`src/rtl/coreport_ext.sv`:
```
// Wishbone classic GPIO port: synchronised inputs, atomic SET/CLR/TGL writes,
// per-pin level/edge interrupts with polarity, W1C flags, one-wait-state ack.
module coreport_ext #(
    parameter int               WIDTH         = 8,
    parameter logic [WIDTH-1:0] INITIAL_DDR   = '0,
    parameter logic [WIDTH-1:0] INITIAL_DATAR = '0,
    parameter int               SYNC_STAGES   = 2
) (
    input  logic             wb_clk,
    input  logic             wb_rst,
    input  logic [31:0]      wb_adr_i,
    input  logic [31:0]      wb_dat_i,
    input  logic             wb_we_i,
    input  logic             wb_cyc_i,
    input  logic             wb_stb_i,
    input  logic [2:0]       wb_cti_i,
    input  logic [1:0]       wb_bte_i,
    output logic [31:0]      wb_dat_o,
    output logic             wb_ack_o,
    output logic             wb_err_o,
    output logic             wb_rty_o,
    input  logic [WIDTH-1:0] gpio_i,
    output logic [WIDTH-1:0] gpio_o,
    output logic [WIDTH-1:0] gpio_oe,
    output logic             irq
);

    logic [WIDTH-1:0] datar, ddr, imr, ifr, ier, ipr, dir;
    logic [WIDTH-1:0] sync_q [SYNC_STAGES];
    logic [WIDTH-1:0] sync_in, prev;
    logic [WIDTH-1:0] wdat, rdat, evt, w1c;
    logic [31:0]      rdat_ext;
    logic [7:0]       adr;
    logic             req, wr;
    logic             unused_bits;

    assign adr     = wb_adr_i[7:0];
    assign wdat    = wb_dat_i[WIDTH-1:0];
    assign sync_in = sync_q[SYNC_STAGES-1];
    assign req     = wb_cyc_i & wb_stb_i & ~wb_ack_o;
    assign wr      = req & wb_we_i;

    assign gpio_o   = datar;
    assign gpio_oe  = ddr & ~{WIDTH{wb_rst}};
    assign irq      = |(ifr & imr);
    assign wb_err_o = 1'b0;
    assign wb_rty_o = 1'b0;

    assign unused_bits = &{1'b0, wb_cti_i, wb_bte_i, wb_adr_i[31:8], wb_dat_i};

    always_comb begin
        rdat = '0;
        case (adr)
            8'h00:   rdat = sync_in ^ dir;
            8'h04:   rdat = ddr;
            8'h08:   rdat = imr;
            8'h0C:   rdat = ifr;
            8'h10:   rdat = ier;
            8'h14:   rdat = ipr;
            8'h18:   rdat = dir;
            default: rdat = '0;
        endcase
        rdat_ext             = '0;
        rdat_ext[WIDTH-1:0]  = rdat;
    end

    // Level mode fires while sync_in matches ~IPR, i.e. sync_in ^ IPR.
    always_comb begin
        evt = ~ddr & ((ier & ((~ipr & ~prev & sync_in) | (ipr & prev & ~sync_in)))
                    | (~ier & (sync_in ^ ipr)));
        w1c = (wr && adr == 8'h0C) ? wdat : '0;
    end

    always_ff @(posedge wb_clk) begin
        if (wb_rst) begin
            datar    <= INITIAL_DATAR;
            ddr      <= INITIAL_DDR;
            imr      <= '0;
            ifr      <= '0;
            ier      <= '0;
            ipr      <= '0;
            dir      <= '0;
            prev     <= '0;
            wb_ack_o <= 1'b0;
            wb_dat_o <= '0;
            for (int i = 0; i < SYNC_STAGES; i++) sync_q[i] <= '0;
        end else begin
            sync_q[0] <= gpio_i;
            for (int i = 1; i < SYNC_STAGES; i++) sync_q[i] <= sync_q[i-1];
            prev     <= sync_in;
            wb_ack_o <= req;
            wb_dat_o <= (req && !wb_we_i) ? rdat_ext : '0;
            // A new event wins over a same-cycle clear.
            ifr      <= (ifr & ~w1c) | evt;
            if (wr) begin
                case (adr)
                    8'h00:   datar <= wdat ^ dir;
                    8'h04:   ddr   <= wdat;
                    8'h08:   imr   <= wdat;
                    8'h10:   ier   <= wdat;
                    8'h14:   ipr   <= wdat;
                    8'h18:   dir   <= wdat;
                    8'h1C:   datar <= datar | wdat;
                    8'h20:   datar <= datar & ~wdat;
                    8'h24:   datar <= datar ^ wdat;
                    default: ;
                endcase
            end
        end
    end

endmodule

```
`config.mk`:
```
export PLATFORM = sky130hd
export DESIGN_NAME = coreport_ext
export DESIGN_NICKNAME = d
export VERILOG_FILES = /design/src/rtl/coreport_ext.sv
export SDC_FILE = /design/constraint.sdc
export NUM_CORES = 1
export LEC_CHECK = 0
export CAP_MARGIN = 20
export CORE_UTILIZATION = 52
export DETAILED_ROUTE_END_ITERATION = 10
export PLACE_DENSITY = 0.84
export SLEW_MARGIN = 40
export SYNTH_ARGS = -nofsm -noshare
export SYNTH_HDL_FRONTEND = slang
export SYNTH_SLANG_ARGS = --single-unit
```
`constraint.sdc`:
```
create_clock -name wb_clk -period 3.8 [get_ports wb_clk]
set_input_delay 1.14 -clock wb_clk [delete_from_list [all_inputs] [get_ports wb_clk]]
set_output_delay 1.14 -clock wb_clk [all_outputs]
set_load 0.02 [all_outputs]
```
==> impl_metrics.env, run 1 <==
export IMPL_synth_edff_count=0
export IMPL_worst_pin_slew_ps=878
export IMPL_grtUsageTotal_pct=25.4
export IMPL_drv_cap=0
export IMPL_yosys_most_used_dff="dfxtp_1"
export IMPL_netlist_area_um2=4710
export IMPL_critPathRequiredTime_ps=2660
export IMPL_netSwitchingFraction_pct=25.1
export IMPL_arrival_ps=2240
export IMPL_fin_cells=688
export IMPL_row_count=34
export IMPL_wl_per_cell_um=17.3
export IMPL_synth_async_reset_ratio_pct=0
export IMPL_setup_viol_count_final=0
export IMPL_synth_avg_cell_area_um2=8.86
export IMPL_clockRootBuffer="clkbuf_8"
export IMPL_post_cts_buffers=0
export IMPL_rsz0062_at_grt="no"
export IMPL_worst_setup_path_end_kind="primary output"
export IMPL_p_total_mw=1.77
export IMPL_portBuffers=54
export IMPL_hp_class="register to register"
export IMPL_ant_nets=0
export IMPL_path_clk_slew_ps=80
export IMPL_synth_most_common_cell="dfxtp_1"
export IMPL_dieWidth_um=97.2
export IMPL_cts_buffers=9
export IMPL_synth_top_cells_by_count="dfxtp_1, nor2_1, mux2i_1, buf_4, nor2b_1"
export IMPL_synth_area_leaders="dfxtp_1, mux2i_1, nor2_1"
export IMPL_largest_reg_flops=16
export IMPL_grt_pass1_vias=3971
export IMPL_drive_gt1_share_pct=12.1
export IMPL_die_h_um=97.2
export IMPL_p_leak_nw=2.16
export IMPL_ys_warn_count=0
export IMPL_h_tree_depth=3
export IMPL_drc=0
export IMPL_grt_max_degree=33
export IMPL_cts_tree="built"
export IMPL_clk_latency_ps=350
export IMPL_grt_pass1_wl_um=19400
export IMPL_syn_inst=532
export IMPL_powerDensity_nw_per_um2=326
export IMPL_fillers=715
export IMPL_clkPwrFrac_pct=36.4
export IMPL_hold_buffers=0
export IMPL_max_freq_mhz=296
export IMPL_grt_overflow_total=0
export IMPL_p_int_mw=1.33
export IMPL_first_iter_violations=430
export IMPL_io_pins=134
export IMPL_p_sw_mw=0.445
export IMPL_areaGrowthSynthToFinish_pct=15.4
export IMPL_synth_top_area_share_pct=37.8
export IMPL_layout_nets=657
export IMPL_die_area_um2=9450
export IMPL_ys_ff_latch=89
export IMPL_antenna_cells=0
export IMPL_hold_violations=0
export IMPL_synth_yosys_seq_area_share_pct=37.8
export IMPL_core_um2=8760
export IMPL_routabilityCongestion=0.906
export IMPL_antenna_found_initial=0
export IMPL_clkSinkCount=89
export IMPL_period_share_pct=88.9
export IMPL_via_count=4182
export IMPL_maxSlewHeadroom_pct=41.2
export IMPL_cts_buffer_depth=2
export IMPL_routed_wirelength_um=11900
export IMPL_floorplan_initialDensity_pct=53.8
export IMPL_worst_setup_path_start_kind="input pin"
export IMPL_path_class="input pin to primary output"
export IMPL_via_per_inst=6.08
export IMPL_drv_slew=0
export IMPL_synth_distinct_cells=55
export IMPL_largest_register="sync_q"
export IMPL_fin_tns_setup_ps=0
export IMPL_pwr_share_seq_pct=53.9
export IMPL_period_needed_ps=3380
export IMPL_comb_power_share_pct=9.7
export IMPL_final_setup_skew_ps=12.1
export IMPL_worstPathMaxFanout=28
export IMPL_ctsResizeCount=0
export IMPL_vdd_ir_drop_max_v=0.000159
export IMPL_yosysTopAreaCell="dfxtp_1"
export IMPL_dp_cells=672
export IMPL_first_pass_iters=6
export IMPL_outcome="completed"
export IMPL_post_dp_hpwl_um=8320
-- cell usage in the layout (no fill, tap or decap), drive strengths merged, types with 3 or more instances in the layout --
cell | synthesis | routed
a222oi | 5 | 5
o21bai | 8 | 8
nor2 | 58 | 58
nor2b | 25 | 25
mux2 | 4 | 4
nand2 | 21 | 21
a21o | 4 | 4
conb | 1 | 26
nor4b | 4 | 4
mux2i | 40 | 40
clkdlybuf4s50 | 0 | 53
nand2b | 21 | 21
a31oi | 11 | 11
nand4 | 6 | 6
inv | 16 | 16
o21ai | 14 | 14
nand3 | 11 | 11
clkbuf | 24 | 11
and3 | 8 | 8
nor4 | 3 | 3
nor3 | 13 | 13
o31ai | 3 | 3
dfxtp | 89 | 89
a211oi | 14 | 14
and2 | 8 | 8
or4 | 3 | 3
or4b | 4 | 4
a41o | 3 | 3
a22o | 5 | 5
or2 | 5 | 5
a211o | 5 | 5
a21oi | 17 | 17
buf | 41 | 19
or3b | 3 | 3
o211ai | 6 | 6
o32ai | 8 | 8
a221oi | 6 | 6
a22oi | 8 | 8
-- kinds of logic after synthesis --
group,share of synthesized area [%]
other,0.0795
buffers and inverters,9.42
AOI/OAI and AO/OA,19.2
and+or+nand+nor,24.1
muxes,9.45
DFF,37.8
-- area by class of cell --
cell class	count	area [um2]	area share, %
inverter	16	60.1	1.10
timing repair buffer	72	671	12.3
sequential	89	1780	32.7
clock inverter	5	55.1	1.01
tap	108	135	2.48
clock buffer	11	141	2.60
multi-input combinational	387	2600	47.7
-- power by group through the flow --
stage | Sequential (mW) | Combinational (mW) | Clock, mW
3_3_place_gp | 0.977 | 0.166 | 0
4_1_cts | 0.956 | 0.170 | 0.658
3_5_place_dp | 0.978 | 0.169 | 0
6_report | 0.956 | 0.173 | 0.646
5_1_grt | 0.958 | 0.185 | 0.700
2_1_floorplan | 0.975 | 0.131 | 0
-- metal layers --
layer | wire (um) | vias up | track usage, %
li1 | - | 1944 | -
met2 | 5410 | 240 | 40.5
met5 | 0 | - | 0
met3 | 1060 | 35 | 5.83
met4 | 394 | 0 | 12.4
met1 | 5030 | 1963 | 32.4
-- worst paths after layout --
path / slack [ps] / endpoint / from / depth (start not counted)
min: 440 / sync_q[0][14]$_SDFF_PP0_ / sync_q[0][6]$_SDFF_PP0_ / 1
max reg2reg: 1920 / ddr[2]$_SDFFE_PP0P_ / wb_ack_o$_SDFF_PP0_ / 4
min reg2reg: 440 / sync_q[0][14]$_SDFF_PP0_ / sync_q[0][6]$_SDFF_PP0_ / 1
max: 420 / gpio_oe[0] / wb_rst / 3
-- worst max-delay path, cell delays in order --
cell and delay, ps:
buf_2 420, nor2b_1 110, clkdlybuf4s50_1 560
-- stage by stage --
stage	cell area, um2	hold WS [ps]	util [%]	setup WS, ps
final	5440	441	62.1	423
after global routing	5440	459	62.1	334
after CTS	5440	444	62.1	396
after detailed placement	5250	425	59.9	406
after global placement	5250	418	59.9	418
after floorplan	4810	414	-	838
No activity file was read; power rests on OpenSTA's default activity.
==> run 2, diff against run 1 <==
--- a/config.mk
+++ b/config.mk
@@ -8,6 +8,7 @@
 export CAP_MARGIN = 20
 export CORE_UTILIZATION = 52
 export DETAILED_ROUTE_END_ITERATION = 10
+export GPL_TIMING_DRIVEN = 0
 export PLACE_DENSITY = 0.84
 export SLEW_MARGIN = 40
 export SYNTH_ARGS = -nofsm -noshare
==> run 2 against run 1 <==
Final area increased by 5.2%. Largest power group unchanged. Fmax down 7.9%. Non-clock buffer count up 43. Global-route usage rose by 4.4 points. Die area unchanged. Final cell count increased by 6.3%. Via count increased by 5.4%. Combinational power increased by 20%. Register-to-register slack got worse by 230 ps. Setup slack lost 290 ps.
==> impl_metrics.env, run 2 (same netlist as run 1, synthesis figures left out) <==
export IMPL_outcome="completed"
export IMPL_grt_pass1_wl_um=21900
export IMPL_path_cells="clkbuf_1 -> buf_2 -> nor2b_1 -> clkdlybuf4s50_1"
export IMPL_routabilityCongestion=0.924
export IMPL_powerDensity_nw_per_um2=342
export IMPL_hp_start="sync_q[0][3]$_SDFF_PP0_"
export IMPL_setup_viol_count_final=0
export IMPL_worst_setup_path_start_kind="input pin"
export IMPL_r2r_slack_ps=1690
export IMPL_cts_buffer_depth=2
export IMPL_floorplan_initialDensity_pct=53.8
export IMPL_crit_slowest_cell="clkdlybuf4s50_1"
export IMPL_cp_num_buf_inv=3
export IMPL_critPathRequiredTime_ps=2660
export IMPL_r2r_start="wb_ack_o$_SDFF_PP0_"
export IMPL_antenna_cells=0
export IMPL_wl_per_cell_um=19.0
export IMPL_worst_hold_slack_ps=444
export IMPL_cts_buffers=9
export IMPL_via_count=4406
export IMPL_post_dp_hpwl_um=9670
export IMPL_fillers=743
export IMPL_layout_nets=700
export IMPL_p_total_mw=1.96
export IMPL_dieWidth_um=97.2
export IMPL_core_um2=8760
export IMPL_p_leak_nw=2.33
export IMPL_grt_overflow_total=0
export IMPL_max_freq_mhz=273
export IMPL_holdPathEnd="sync_q[0][11]$_SDFF_PP0_"
export IMPL_grt_pass1_vias=4281
export IMPL_clk_latency_ps=370
export IMPL_hold_violations=0
export IMPL_maxSlewHeadroom_pct=38.5
export IMPL_antenna_found_initial=0
export IMPL_ctsResizeCount=0
export IMPL_fin_util_pct=65.3
export IMPL_holdPathStages=1
export IMPL_h_tree_depth=3
export IMPL_regArea_um2=1780
export IMPL_period_needed_ps=3670
export IMPL_mostFrequentLayoutCells="dfxtp_1, nor2_1, clkdlybuf4s50_1, mux2i_1, buf_4"
export IMPL_clkSinkCount=89
export IMPL_cts_tree="built"
export IMPL_io_pins=134
export IMPL_path_clk_slew_ps=90
export IMPL_row_count=34
export IMPL_worstPathMaxFanout=10
export IMPL_largest_reg_flops=16
export IMPL_die_h_um=97.2
export IMPL_multiInputGateArea_um2=2620
export IMPL_rsz0062_at_grt="no"
export IMPL_r2r_end="ifr[7]$_SDFF_PP0_"
export IMPL_slowest_delay_ps=560
export IMPL_largest_register="sync_q"
export IMPL_final_setup_skew_ps=12.2
export IMPL_grt_max_degree=16
export IMPL_drv_slew=0
export IMPL_post_cts_buffers=0
export IMPL_drive_gt1_share_pct=14.3
export IMPL_worst_setup_path_end_kind="primary output"
export IMPL_rr_worst_depth=6
export IMPL_hold_buffers=0
export IMPL_layout_commonest_cell="dfxtp_1"
export IMPL_first_iter_violations=512
export IMPL_die_area_um2=9450
export IMPL_vdd_ir_drop_max_v=0.000308
export IMPL_clockRootBuffer="clkbuf_8"
export IMPL_portBuffers=50
export IMPL_arrival_ps=2530
export IMPL_first_pass_iters=6
export IMPL_drc=0
export IMPL_crit_family="buffers and inverters"
export IMPL_path_class="input pin to primary output"
export IMPL_areaGrowthSynthToFinish_pct=21.4
export IMPL_worst_pin_slew_ps=919
export IMPL_drv_cap=0
export IMPL_routed_wirelength_um=13900
export IMPL_hp_class="register to register"
export IMPL_grtUsageTotal_pct=29.8
export IMPL_ant_nets=0
export IMPL_period_share_pct=96.5
export IMPL_via_per_inst=6.03
==> run 2: layer usage <==
metal | track usage [%] | part of all wire, % | up-vias | routed length [um]
met5 | 0 | 0 | - | 0
li1 | - | - | 2030 | -
met4 | 16.3 | 3.7 | 0 | 513
met1 | 37.9 | 41 | 2056 | 5670
met3 | 5.76 | 9.5 | 49 | 1320
met2 | 47.7 | 46 | 271 | 6390
==> run 2: metrics by stage <==
step,setup TNS [ps],setup slack (ps),cell area [um2],cells
floorplan,0,838,4810,557
global placement,-698,-66.6,5440,715
detailed placement,0,118,5490,715
CTS,0,164,5730,731
global route,0,46.5,5730,731
finish,0,132,5730,731
==> run 2: layout make-up <==
class	count	area share (%)
clock buffer	10	2.23
timing repair buffer	50	8.74
inverter	16	1.05
sequential	89	31.1
clock inverter	6	1.97
tap	108	2.36
multi-input combinational	387	45.8
buffer	65	6.71
==> run 2: worst max-delay path by stage <==
| stage | start | to | slack [ps] | cells past startpoint |
|---|---|---|---|---|
| 2_1_floorplan | wb_rst | gpio_oe[0] | 840 | 3 |
| 3_3_place_gp | wb_adr_i[2] | wb_dat_o[2]$_SDFF_PP0_ | -70 | 6 |
| 3_5_place_dp | wb_adr_i[5] | wb_dat_o[2]$_SDFF_PP0_ | 120 | 6 |
| 4_1_cts | wb_rst | gpio_oe[0] | 160 | 4 |
| 5_1_grt | wb_rst | gpio_oe[0] | 50 | 4 |
| 6_report | wb_rst | gpio_oe[4] | 130 | 4 |
==> run 2: power by group <==
group,internal [mW],switching [mW],leakage [nW]
Combinational,0.0810,0.127,1.48
Clock,0.441,0.352,0.121
Sequential,0.947,0.00967,0.722
Total,1.47,0.489,2.33
